`src/rtl/cv32e40p_register_file_scrubber.sv`:
```
// Background scrubber for the SEC-protected register file: walks words 1..NUM_WORDS-1,
// samples the decoder and writes corrected data back on idle write-port cycles.
module cv32e40p_register_file_scrubber #(
    parameter int unsigned ADDR_WIDTH     = 5,
    parameter int unsigned NUM_WORDS      = 32,
    parameter int unsigned SCRUB_INTERVAL = 256,
    parameter int unsigned CNT_WIDTH      = 16
) (
    input  logic                  clk,
    input  logic                  rst_n,
    input  logic                  scrub_en_i,
    input  logic                  core_we_i,
    input  logic [ADDR_WIDTH-1:0] core_waddr_i,
    output logic                  scrub_re_o,
    output logic [ADDR_WIDTH-1:0] scrub_raddr_o,
    input  logic [31:0]           dec_data_i,
    input  logic                  dec_fault_i,
    output logic                  scrub_we_o,
    output logic [ADDR_WIDTH-1:0] scrub_waddr_o,
    output logic [31:0]           scrub_wdata_o,
    output logic                  busy_o,
    output logic                  pass_done_o,
    output logic [CNT_WIDTH-1:0]  corr_cnt_o
);
    localparam int unsigned DATA_WIDTH = 32;
    localparam int unsigned IVL_WIDTH  = (SCRUB_INTERVAL > 1) ? $clog2(SCRUB_INTERVAL) : 1;

    localparam logic [ADDR_WIDTH-1:0] FIRST_ADDR = ADDR_WIDTH'(1);
    localparam logic [ADDR_WIDTH-1:0] LAST_ADDR  = ADDR_WIDTH'(NUM_WORDS - 1);
    localparam logic [IVL_WIDTH-1:0]  IVL_RELOAD = IVL_WIDTH'(SCRUB_INTERVAL - 1);
    localparam logic [CNT_WIDTH-1:0]  CNT_MAX    = '1;

    typedef enum logic [2:0] {
        S_IDLE,
        S_WAIT,
        S_READ,
        S_CHECK,
        S_WRITE,
        S_ADV
    } state_e;

    state_e                  state_q, state_d;
    logic [ADDR_WIDTH-1:0]   addr_q, addr_d;
    logic [IVL_WIDTH-1:0]    ivl_q, ivl_d;
    logic                    stale_q, stale_d;
    logic [DATA_WIDTH-1:0]   data_q, data_d;
    logic                    fault_q, fault_d;
    logic [CNT_WIDTH-1:0]    cnt_q, cnt_d;
    logic                    re_q, re_d;
    logic [ADDR_WIDTH-1:0]   raddr_q, raddr_d;
    logic [ADDR_WIDTH-1:0]   waddr_q, waddr_d;
    logic [DATA_WIDTH-1:0]   wdata_q, wdata_d;
    logic                    busy_q, busy_d;
    logic                    pass_q, pass_d;
    logic                    stale_hit;

    // A core write to the word under scrub makes the sampled data obsolete.
    assign stale_hit = core_we_i && (core_waddr_i == addr_q);

    always_ff @(posedge clk or negedge rst_n) begin
        if (!rst_n) begin
            state_q <= S_IDLE;
            addr_q  <= FIRST_ADDR;
            ivl_q   <= '0;
            stale_q <= 1'b0;
            data_q  <= '0;
            fault_q <= 1'b0;
            cnt_q   <= '0;
            re_q    <= 1'b0;
            raddr_q <= '0;
            waddr_q <= '0;
            wdata_q <= '0;
            busy_q  <= 1'b0;
            pass_q  <= 1'b0;
        end else begin
            state_q <= state_d;
            addr_q  <= addr_d;
            ivl_q   <= ivl_d;
            stale_q <= stale_d;
            data_q  <= data_d;
            fault_q <= fault_d;
            cnt_q   <= cnt_d;
            re_q    <= re_d;
            raddr_q <= raddr_d;
            waddr_q <= waddr_d;
            wdata_q <= wdata_d;
            busy_q  <= busy_d;
            pass_q  <= pass_d;
        end
    end

    always_comb begin
        state_d    = state_q;
        addr_d     = addr_q;
        ivl_d      = ivl_q;
        stale_d    = stale_q;
        data_d     = data_q;
        fault_d    = fault_q;
        cnt_d      = cnt_q;
        scrub_we_o = 1'b0;

        case (state_q)
            S_IDLE: begin
                stale_d = 1'b0;
                if (scrub_en_i) begin
                    ivl_d   = IVL_RELOAD;
                    state_d = S_WAIT;
                end
            end
            S_WAIT: begin
                stale_d = 1'b0;
                if (!scrub_en_i) begin
                    state_d = S_IDLE;
                end else if (ivl_q == '0) begin
                    state_d = S_READ;
                end else begin
                    ivl_d = ivl_q - IVL_WIDTH'(1);
                end
            end
            S_READ: begin
                stale_d = stale_q || stale_hit;
                data_d  = dec_data_i;
                fault_d = dec_fault_i;
                state_d = scrub_en_i ? S_CHECK : S_IDLE;
            end
            S_CHECK: begin
                stale_d = stale_q || stale_hit;
                if (!scrub_en_i) begin
                    state_d = S_IDLE;
                end else if (fault_q && !stale_d) begin
                    state_d = S_WRITE;
                end else begin
                    state_d = S_ADV;
                end
            end
            S_WRITE: begin
                stale_d = stale_q || stale_hit;
                if (stale_q) begin
                    state_d = S_ADV;
                end else if (!core_we_i) begin
                    scrub_we_o = 1'b1;
                    cnt_d      = (cnt_q == CNT_MAX) ? cnt_q : cnt_q + CNT_WIDTH'(1);
                    state_d    = S_ADV;
                end
            end
            S_ADV: begin
                stale_d = 1'b0;
                addr_d  = (addr_q == LAST_ADDR) ? FIRST_ADDR : addr_q + ADDR_WIDTH'(1);
                ivl_d   = IVL_RELOAD;
                state_d = scrub_en_i ? S_WAIT : S_IDLE;
            end
            default: state_d = S_IDLE;
        endcase

        // Registered outputs are computed from the state being entered.
        re_d    = (state_d == S_READ);
        raddr_d = re_d ? addr_q : '0;
        waddr_d = (state_d == S_WRITE) ? addr_q : '0;
        wdata_d = (state_d == S_WRITE) ? data_d : '0;
        busy_d  = (state_d != S_IDLE);
        pass_d  = (state_d == S_ADV) && (addr_q == LAST_ADDR);
    end

    assign scrub_re_o    = re_q;
    assign scrub_raddr_o = raddr_q;
    assign scrub_waddr_o = waddr_q;
    assign scrub_wdata_o = wdata_q;
    assign busy_o        = busy_q;
    assign pass_done_o   = pass_q;
    assign corr_cnt_o    = cnt_q;

endmodule

```
`config.mk`:
```
export PLATFORM = sky130hd
export DESIGN_NAME = cv32e40p_register_file_scrubber
export DESIGN_NICKNAME = d
export VERILOG_FILES = /design/src/rtl/cv32e40p_register_file_scrubber.sv
export SDC_FILE = /design/constraint.sdc
export NUM_CORES = 1
export LEC_CHECK = 0
export CORE_AREA = 2 2 116 118
export DETAILED_ROUTE_END_ITERATION = 16
export DIE_AREA = 0 0 118 120
export GPL_TIMING_DRIVEN = 0
export PLACE_DENSITY = 0.59
export SYNTH_ARGS = -nofsm -noshare
export SYNTH_HDL_FRONTEND = slang
export SYNTH_SLANG_ARGS = --single-unit
```
`constraint.sdc`:
```
create_clock -name clk -period 4.35 [get_ports clk]
set_input_delay 0.6525 -clock clk [delete_from_list [all_inputs] [get_ports clk]]
set_output_delay 0.6525 -clock clk [all_outputs]
set_load 0.02 [all_outputs]
```
[Word level (Yosys, flattened, before mapping)]
Cells that the tools add are included.
Widths: inputs -> output; s select.
Storage, ports and cells
  bits in writable memories: 0
  memories: 0
  memory bits (read-only): 0
  bits in latches: 0
  output and inout bits: 62
  flip-flop bits (word level): 111
  word-level logic and storage cells: 70
  bits of input ports: 42
Cells by class
  multiply operators: 0
  add/sub/neg operators: 3
  reductions and logical operators: 14
  muxes and demuxes: 23
  bitwise logic cells: 3
  magnitude comparators: 0
  div/mod/pow operators: 0
  shift operators: 0
  equality and inequality tests: 14
Operator list (number)
  $mux 32: 2
  $mux 8: 3
  $pmux 8 s3: 1
  $mux 3: 6
  $pmux 3 s6: 1
  $add 16x1->16 const B: 1
  $eq 16x16->1 const B: 1
  $mux 5: 3
  $eq 3x3->1 const B: 4
  $eq 3x2->1 const B: 3
  $logic_not 8->1: 1
  $reduce_and 4->1: 2
  $sub 8x1->8 const B: 1
  $ne 2x2->1 const B: 3
  $reduce_bool 3->1: 2
  $reduce_or 3->1: 2
  $add 5x1->5 const B: 1
  $eq 5x5->1: 1
  $eq 5x5->1 const B: 1
  $mux 1: 5
  $eq 3x1->1 const B: 1
  $logic_and 1x1->1: 3
  $logic_not 3->1: 1
  $not 1->1: 3
  5 further kinds: 5

[Logic depth before layout (Yosys ltp)]
Gate-level depths: netlist of run 1.
  depth after elaboration: 10
  mapped depth: 8
  gate-level depth less buffers: 6

[Least setup slack after synthesis of run 1]
No wires, ideal clock.
  path kind: register to register
  from: reg ivl_q[0]
  to: reg busy_q, in the netlist busy_o
  setup time: 139 ps
  path slack: 2511 ps
  data required time: 4211 ps
  data arrival time: 1700 ps
  buffers on the path: 0
  clock period less this slack: 1839 ps
  cell stages (with the launch flop): 7
  cells stage by stage: dfrtp_1 inv_1 ha_1 nor3b_1 a21oi_1 a211o_1 or4_1
Between the ends
  cells in the longest elaborated chain, start to end: 5
Ends and longest elaborated chain
  start: declaration: RTL line 44  | logic [IVL_WIDTH-1:0] ivl_q, ivl_d;
  start signal: assignment: RTL line 78  | ivl_q <= ivl_d;
  $logic_not 8->1: RTL line 114  | end else if (ivl_q == '0) begin
  $mux 3: RTL line 114
  $mux 3: RTL line 112  | if (!scrub_en_i) begin
  $pmux 3 s6: RTL line 102  | case (state_q)
  $reduce_bool 3->1: RTL line 160  | busy_d = (state_d != S_IDLE);
  named net busy_d: RTL line 53  | logic busy_q, busy_d;
  end signal: assignment: RTL line 87  | busy_q <= busy_d;
  end: declaration: RTL line 53
The timed path passes the listed nets, and every way through them passes these cells.
A chain may end at the register's enable or synchronous reset.

[Final worst setup path of run 1]
  from: in core_we_i
  to: out scrub_we_o
Between the ends
  cells in the longest elaborated chain, start to end: 3
Ends and longest elaborated chain
  start: declaration: RTL line 12  | input logic core_we_i,
  $mux 1: RTL line 140  | end else if (!core_we_i) begin
  $mux 1: RTL line 138  | if (stale_q) begin
  $mux 1: RTL line 102
  end: declaration: RTL line 18  | output logic scrub_we_o,
No other way between the ends.

==> metrics.txt, run 1 <==
skew final=0.0137 ns; largest area contributor in the netlist=dfrtp_1; number of diodes=0; final hold violations=0; row cnt=42; Seq/Total Area, Yosys=between 50% and 60%; Setup crit end kind=output port; Initial Util=around 36%; crit-path max FO=10; Routed WL=between 10,000 and 15,000 um; post-route ant nets=0; vias after detailed routing=roughly 3,300; area delta synth->final=33.6%; Seq pwr share=52.0%; status=finished clean; initial antenna violation count=0; switch share=23.3%; Post-CTS Repair Setup Buffers=0; RR Startpoint=state_q[0]; chip width=roughly 120 um; maximum vdd drop=0.000169 V; mean area per synthesized cell=11.9 um^2; Vert. Die Dim=between 100 and 150 um; Final period util=66.8%; post-synth top area share=between 50% and 60%; Worst Reg2Reg Path Length in Cells=6; Placed Cells=roughly 670; cell count after synthesis=between 300 and 400; f_max=between 300 and 400 MHz; hold_buf cts=0; CP Launch Point=core_we_i; Int Pwr=about 1.6 mW; slew margin rel.=a little over two fifths; crit start category=input pin; multi-input logic area=approximately 1700 um^2; share of post-route cells with drive strength above 1=between 10% and 20%; DP HPWL=between 7000 and 8000 um; CTS resizes=0; # fillers=around 1,200; most frequent cells in the layout=dfrtp_1, clkdlybuf4s50_1, nand2_1; Boundary Pins=approximately 100; clk sink count=about 110; Worst R2R End=scrub_wdata_o[20]; first-pass GRT wire length=between 15,000 and 20,000 um; worst skew pair latency=between 0.3 and 0.4 ns; most common cell after layout, fill and taps aside=dfrtp_1; CP arrival=~2.3 ns; Critical Setup Path Class=in -> out; Distinct cells, synth=between 40 and 50; Worst setup endpoint=scrub_we_o; H-tree levels=3; flops & latches, synth=approximately 110; vias in the first global route=between 3,000 and 4,000; largest net degree at the start of global routing=60; Setup Viol. Count Final=0; mapped cell area=between 4000 and 5000 um^2; RSZ-0062 raised after global routing=no; CTS buffer count=9; routed vias/inst=about 5; clock power share=roughly 39%; Syn. warnings=0; reg2reg setup slack=around 2.3 ns; Clock transition at path regs=about 0.060 ns; DR pass1 iterations=4; Tightest Hold Check Type=in -> async; combinational share of power=just under 9%; max_cap viols=0; Final #Nets=between 500 and 600; Sequential Area=2780 um^2; syn nets=between 400 and 500; port bufs=around 100; Min Hold Slack=0.389 ns; CTS max path bufs=2; min cycle time layout=roughly 2.9 ns; clock root buffer master=clkbuf_16; Pleak=about 2.8 nW; DRT iter0 DRCs=between 150 and 200; GRT Total Usage=roughly 15%; Worst-Margin Slew=0.846 ns; Cell Pwr Density=roughly 330 nW/um^2; TritonCTS clock tree=built; GP Congestion=0.795; core area=about 13,000 um^2; pins over their slew limit=0; DRC=0; Critical Path RT=roughly 3.7 ns; top cells by area, synth=dfrtp_1, mux2_2, nor3_1; Die Area=between 10,000 and 15,000 um^2; gr ovfl total=0; Psw=slightly below 500 uW; DR WL/cell=about 15 um; final instance count without filler cells=about 700
-- critical path, cell delays in order --
cell             delay, ns
clkdlybuf4s50_1       0.43
nor2_1                0.18
nand2_1               0.26
inv_1                 0.12
clkdlybuf4s50_1       0.60
-- registers in the layout (all words and copies together) (netlist names), 3 cells and up --
register,cells
corr_cnt_o,16
ivl_q,8
data_q,32
scrub_wdata_o,32
scrub_raddr_o,5
addr_q,5
scrub_waddr_o,5
state_q,3
-- cell usage after synthesis, drive strengths merged --
cell type and n:
a211o 1, a211oi 5, a21o 2, a21oi 9, a31oi 1, and2 6
and3 5, and4 3, buf 17, clkbuf 2, dfrtp 110, dfstp 1
ha 4, inv 3, mux2 37, mux2i 1, nand2 54, nand3 4
nand3b 1, nand4 8, nand4b 1, nand4bb 1, nor2 7, nor2b 4
nor3 49, nor3b 5, nor4 7, nor4b 3, nor4bb 1, o21ai 9
o22a 1, o22ai 1, or3 2, or3b 3, or4 1, xnor2 7
xor2 13
-- area by class of cell --
class,count,share of cell area (%)
multi-input cells,256,28.0
clock buffers,11,3.75
inverters,3,0.181
clock inverters,4,0.886
repair buffers,104,17.0
flip-flops and latches,111,44.7
plain buffers,19,1.95
well taps,176,3.54
-- metal layers --
layer,global-route usage [%],up-vias,share of wire (%)
li1,-,1604,-
met1,20.1,1652,46
met2,23.6,71,48
met3,3.23,11,4.2
met4,7.61,0,1.9
met5,0,-,0
-- per-stage QoR --
stage / util, % / setup WS [ns] / power, mW / TNS [ns] / cell area, um^2
after floorplan: - / 2.51 / 1.18 / 0 / 4650
after global placement: 45.5 / -1.60 / 1.28 / -175.16 / 5900
after detailed placement: 45.6 / 1.40 / 1.28 / 0 / 5920
after CTS: 47.9 / 1.41 / 2.11 / 0 / 6210
after global routing: 47.9 / 1.31 / 2.17 / 0 / 6210
final: 47.9 / 1.44 / 2.08 / 0 / 6210
-- how the worst min path moves through the flow --
stage	cells past startpoint	start	slack, ns	endpoint
after floorplan	0	rst_n	0.36	addr_q[1]
after global placement	1	data_q[16]	0.46	data_q[16]
after detailed placement	1	data_q[17]	0.48	data_q[17]
after CTS	1	rst_n	0.41	data_q[29]
after global routing	1	rst_n	0.45	ivl_q[4]
final	1	rst_n	0.39	corr_cnt_o[1]
-- logic make-up (layout without fill, tap and decap cells) --
logic type,after synthesis,count (layout),share of synthesized area [%]
flops,111,111,59.8
xor+xnor,20,20,3.77
fa+ha+maj,4,4,1.08
compound gates,29,29,3.71
mux,38,38,9.18
simple gates,165,165,19.6
buf+inv,22,141,2.85
-- power by group through the flow --
stage / logic, mW / registers (mW) / clock network, mW
3_5_place_dp: 0.185 / 1.10 / 0
4_1_cts: 0.187 / 1.08 / 0.839
6_report: 0.183 / 1.08 / 0.812
2_1_floorplan: 0.0830 / 1.10 / 0
5_1_grt: 0.204 / 1.08 / 0.880
3_3_place_gp: 0.177 / 1.10 / 0
No activity file was read; power rests on OpenSTA's default activity.
==> inputs of run 2 (changes only) <==
- PLACE_DENSITY: 0.59 -> 0.62
- clock period: 4.35 -> 2.6 ns (I/O delays scaled with it)
==> run 2 against run 1 <==
Design area hardly changed; clock-buffer cell count is 2 lower; sequential share of layout area hardly changed; worst setup slack worse by 1.3 ns; worst hold slack worse by 0.27 ns; cell count stayed put; global-route usage is 0.52 points lower; combinational power is 66% higher; critical path depth stayed put; non-clock buffer count stayed put; die area stayed put; power is 64% higher; critical path type is now reg -> out.
==> metrics.txt, run 2 (synthesized netlist as in run 1, its figures left out) <==
TritonCTS clock tree=built; DP HPWL=slightly above 7000 um; Worst-Margin Slew=between 0.7 and 0.8 ns; Worst R2R End=ivl_q[6]; core area=13,000 um^2; Die Area=between 10,000 and 15,000 um^2; Cell Pwr Density=~550 nW/um^2; reg2reg setup slack=approximately 0.48 ns; Vert. Die Dim=~120 um; max_cap viols=0; Critical path buffers and inverters=3; GRT Total Usage=approximately 15%; skew final=about 0.011 ns; clock power share=38.0%; vias after detailed routing=3,326; Tightest Hold Check Type=in -> async; Int Pwr=~2.6 mW; Critical Path RT=about 2.2 ns; initial antenna violation count=0; CP Cell Sequence=buf_2 -> nor3b_4 -> nand2_2 -> inv_1 -> clkdlybuf4s50_1; combinational share of power=under 10%; CTS buffer count=9; H-tree levels=3; hold_buf cts=0; Pleak=2.81 nW; RR Startpoint=ivl_q[0]; routed vias/inst=between 4 and 5; DR pass1 iterations=4; most frequent cells in the layout=dfrtp_1, clkdlybuf4s50_1, nand2_1; first-pass GRT wire length=around 17,000 um; # fillers=between 1,000 and 1,500; largest net degree at the start of global routing=60; slew margin rel.=between 40 and 50%; Psw=827 uW; RSZ-0062 raised after global routing=no; area delta synth->final=33.7%; DRC=0; worst skew pair latency=0.35 ns; row cnt=42; Worst Reg2Reg Path Length in Cells=6; Post-CTS Repair Setup Buffers=0; GP Congestion=0.814; switch share=24.3%; gr ovfl total=0; chip width=about 120 um; pins over their slew limit=0; Min Hold Slack=0.119 ns; DRT iter0 DRCs=~180; most common cell after layout, fill and taps aside=dfrtp_1; Boundary Pins=between 100 and 150; Crit path max-delay family=buffers and inverters; f_max=399 MHz; final hold violations=0; placed standard-cell area=between 5000 and 6000 um^2; clock root buffer master=clkbuf_16; port bufs=between 100 and 150; Final period util=between 90% and 100%; Setup Viol. Count Final=0; Final #Nets=550; Critical Setup Path Class=reg -> out; Setup crit end kind=output port; min cycle time layout=about 2.5 ns; Clock transition at path regs=approximately 0.070 ns; maximum vdd drop=0.000327 V; Crit-path slowest cell=clkdlybuf4s50_1; Initial Util=between 30% and 40%; clk sink count=between 100 and 150; vias in the first global route=3,305; status=finished clean; DR WL/cell=about 15 um; crit-path max FO=10; Seq pwr share=a little over half; number of diodes=0; crit start category=flop; CP arrival=between 2 and 2.5 ns; Worst path max stage delay=around 0.6 ns; post-route ant nets=0; Design Area, Final=6210 um^2; Routed WL=between 9000 and 10,000 um; CTS max path bufs=2; share of post-route cells with drive strength above 1=15.6%
[run 2: cell count changes in the layout (fill, tap and decap cells not counted)]
cell / before / now
bufinv_16: 1 / 0
nand2_2: 0 / 1
nor3b_2: 2 / 1
nor3b_4: 1 / 2
inv_6: 1 / 0
clkinvlp_4: 1 / 2
clkinv_4: 1 / 2
inv_8: 0 / 2
nand2_1: 54 / 53
clkbuf_1: 4 / 2
[run 2: per-layer routing]
layer | track usage [%] | wire [um] | vias up
met5 | 0 | 0 | -
met4 | 5.42 | 156 | 0
met3 | 3.37 | 424 | 14
met2 | 23.5 | 4820 | 73
met1 | 19.5 | 4580 | 1640
li1 | - | - | 1599
[run 2: worst max path at each step]
stage / startpoint / to / cells after the start
2_1_floorplan: ivl_q[0] / busy_o / 6
3_3_place_gp: rst_n / data_q[19] / 1
3_5_place_dp: scrub_en_i / scrub_wdata_o[7] / 6
4_1_cts: state_q[1] / scrub_we_o / 5
5_1_grt: state_q[1] / scrub_we_o / 5
6_report: state_q[1] / scrub_we_o / 5
[run 2: cell type report]
| cell class | count | area (um^2) | area share [%] |
|---|---|---|---|
| sequential | 111 | 2780 | 44.7 |
| multi-input combinational | 256 | 1750 | 28.1 |
| timing repair buffer | 104 | 1060 | 17.0 |
| clock buffer | 9 | 225 | 3.62 |
| tap | 176 | 220 | 3.54 |
| buffer | 19 | 121 | 1.95 |
| clock inverter | 6 | 55.1 | 0.886 |
| inverter | 3 | 11.3 | 0.181 |
[run 2: metrics by stage]
stage                     TNS [ns]  worst slack [ns]  instances  util (%)  power, mW
after floorplan                  0             0.761        389         -       1.98
after global placement     -344.12             -3.12        668      45.5       2.14
after detailed placement         0             0.142        669      45.6       2.15
after CTS                        0            0.0408        684      47.8       3.46
after global routing             0            0.0135        684      47.9       3.57
final                            0            0.0967        684      47.9       3.40
[run 2: timing repair]
| item | 4_1_cts | 5_1_grt |
|---|---|---|
| pin swaps | 0 | 1 |
| resized for setup | 1 | 1 |
| endpoints found under the setup margin | 1 | 1 |
[run 2: power by group through the flow]
stage	registers, mW	clock network [mW]	logic [mW]
after floorplan	1.84	0	0.139
after global placement	1.84	0	0.296
after detailed placement	1.84	0	0.306
after CTS	1.81	1.35	0.308
after global routing	1.81	1.41	0.338
final	1.81	1.29	0.303
==> inputs of run 3 (changes only) <==
- CTS_BUF_LIST: not set -> sky130_fd_sc_hd__clkbuf_2
==> run 3 against run 2 <==
Maximum frequency increased by 4.9%; design area fell by 2.6%; first-iteration DRC count up 28%; clock skew rose by 0.037 ns; cell count is 0.44% higher; sequential share of layout area increased by 1.2 points; flip-flop and latch count unchanged; non-clock buffer count is 2 higher; highest routed layer unchanged; clock power shrank 44%; sequential power is essentially flat; worst hold slack better by 0.25 ns; via count is essentially flat.
==> metrics.txt, run 3 (synthesized netlist as in run 1, its figures left out) <==
Clock transition at path regs=0.32 ns; DRT iter0 DRCs=between 200 and 250; Final #Nets=between 500 and 600; initial antenna violation count=1; Setup Viol. Count Final=0; Pleak=between 2 and 3 nW; crit start category=flop; CTS buffer count=9; share of post-route cells with drive strength above 1=between 10% and 20%; CP Cell Sequence=buf_2 -> nor3b_4 -> nand2_2 -> inv_1 -> dlygate4sd2_1; row cnt=42; crit-path max FO=10; Vert. Die Dim=between 100 and 150 um; largest net degree at the start of global routing=60; vias in the first global route=~3,300; Die Area=about 14,000 um^2; max_cap viols=0; routed vias/inst=around 4.8; final hold violations=0; clock root buffer master=clkbuf_2; Worst-Margin Slew=between 0.7 and 0.8 ns; post-route ant nets=0; maximum vdd drop=0.000187 V; pins over their slew limit=0; status=finished clean; Initial Util=35.8%; gr ovfl total=0; chip width=~120 um; vias after detailed routing=3,323; area delta synth->final=30.2%; DR pass1 iterations=4; Worst path max stage delay=between 0.4 and 0.5 ns; CP arrival=2.00 ns; H-tree levels=3; final core utilization=around 47%; first-pass GRT wire length=around 17,000 um; Critical Path RT=2.21 ns; TritonCTS clock tree=built; Tightest Hold Check Type=in -> async; CTS max path bufs=2; Setup crit end kind=output port; GP Congestion=0.814; clk sink count=about 110; DP HPWL=a little over 7000 um; Critical Setup Path Class=reg -> out; most common cell after layout, fill and taps aside=dfrtp_1; skew final=0.0480 ns; GRT Total Usage=between 10% and 20%; Cell Pwr Density=468 nW/um^2; Placed Cells=669; Routed WL=about 10000 um; final instance count without filler cells=687; Crit-path slowest cell=dfrtp_1; slew margin rel.=48.8%; min cycle time layout=2.39 ns; Boundary Pins=between 100 and 150; worst skew pair latency=0.59 ns; DR WL/cell=14.5 um; DRC=0; f_max=~420 MHz; port bufs=between 100 and 150; Final period util=91.8%; core area=~13,000 um^2; most frequent cells in the layout=dfrtp_1, clkdlybuf4s50_1, nand2_1; RSZ-0062 raised after global routing=no
==> run 3: final timing paths <==
kind	from	endpoint	slack (ns)	cells past startpoint
max reg2reg	state_q[1]	scrub_wdata_o[20]	0.46	6
max	state_q[1]	scrub_we_o	0.21	5
max in group asynchronous	rst_n	ivl_q[2]	1.51	3
min reg2reg	corr_cnt_o[15]	corr_cnt_o[15]	0.52	1
min	rst_n	scrub_wdata_o[29]	0.36	2
min in group clk	dec_fault_i	fault_q	0.40	2
==> run 3: repair_timing <==
item | CTS | global route
hold endpoints to repair | 57 | 0
buffers inserted | 1 | 0
hold buffers | 1 | 0
gates resized for setup | 3 | 0
endpoints found under the setup margin | 1 | 0
==> run 3: final cells by class <==
cell class,instances,area (um^2)
plain buffers,19,121
inverters,3,11.3
clock buffers,9,45.0
repair buffers,106,1070
multi-input cells,256,1750
well taps,176,220
clock inverters,6,55.1
fillers,1224,6930
diodes,1,2.50
flip-flops and latches,111,2780
==> run 3: per-stage QoR <==
step / power (mW) / TNS (ns) / hold WS [ns] / worst slack [ns] / area [um^2]
CTS: 2.88 / 0 / 0.339 / 0.152 / 6050
global placement: 2.14 / -344.12 / 0.465 / -3.12 / 5900
finish: 2.83 / 0 / 0.365 / 0.213 / 6050
detailed placement: 2.15 / 0 / 0.475 / 0.142 / 5920
global route: 2.99 / 0 / 0.320 / 0.0499 / 6050
floorplan: 1.98 / 0 / 0.0944 / 0.761 / 4650
==> run 3: report_power, final <==
group	internal (mW)	switching, mW
Sequential	1.77	0.0431
Combinational	0.150	0.153
Clock	0.138	0.579
Total	2.06	0.776
==> run 3: worst max-delay path, delay by kind of cell, from the launching register on <==
family | cells | cell delay [ns]
buf+inv | 3 | 0.59
simple gates | 2 | 0.35
flops | 1 | 0.47
==> run 3: layer usage <==
metal	vias to the layer above	wire (um)	part of all wire, %	GRT usage, %
li1	1601	-	-	-
met5	-	0	0	0
met3	10	397	4.0	3.09
met2	70	4850	49	23.7
met1	1642	4600	46	19.5
met4	0	131	1.3	5.20
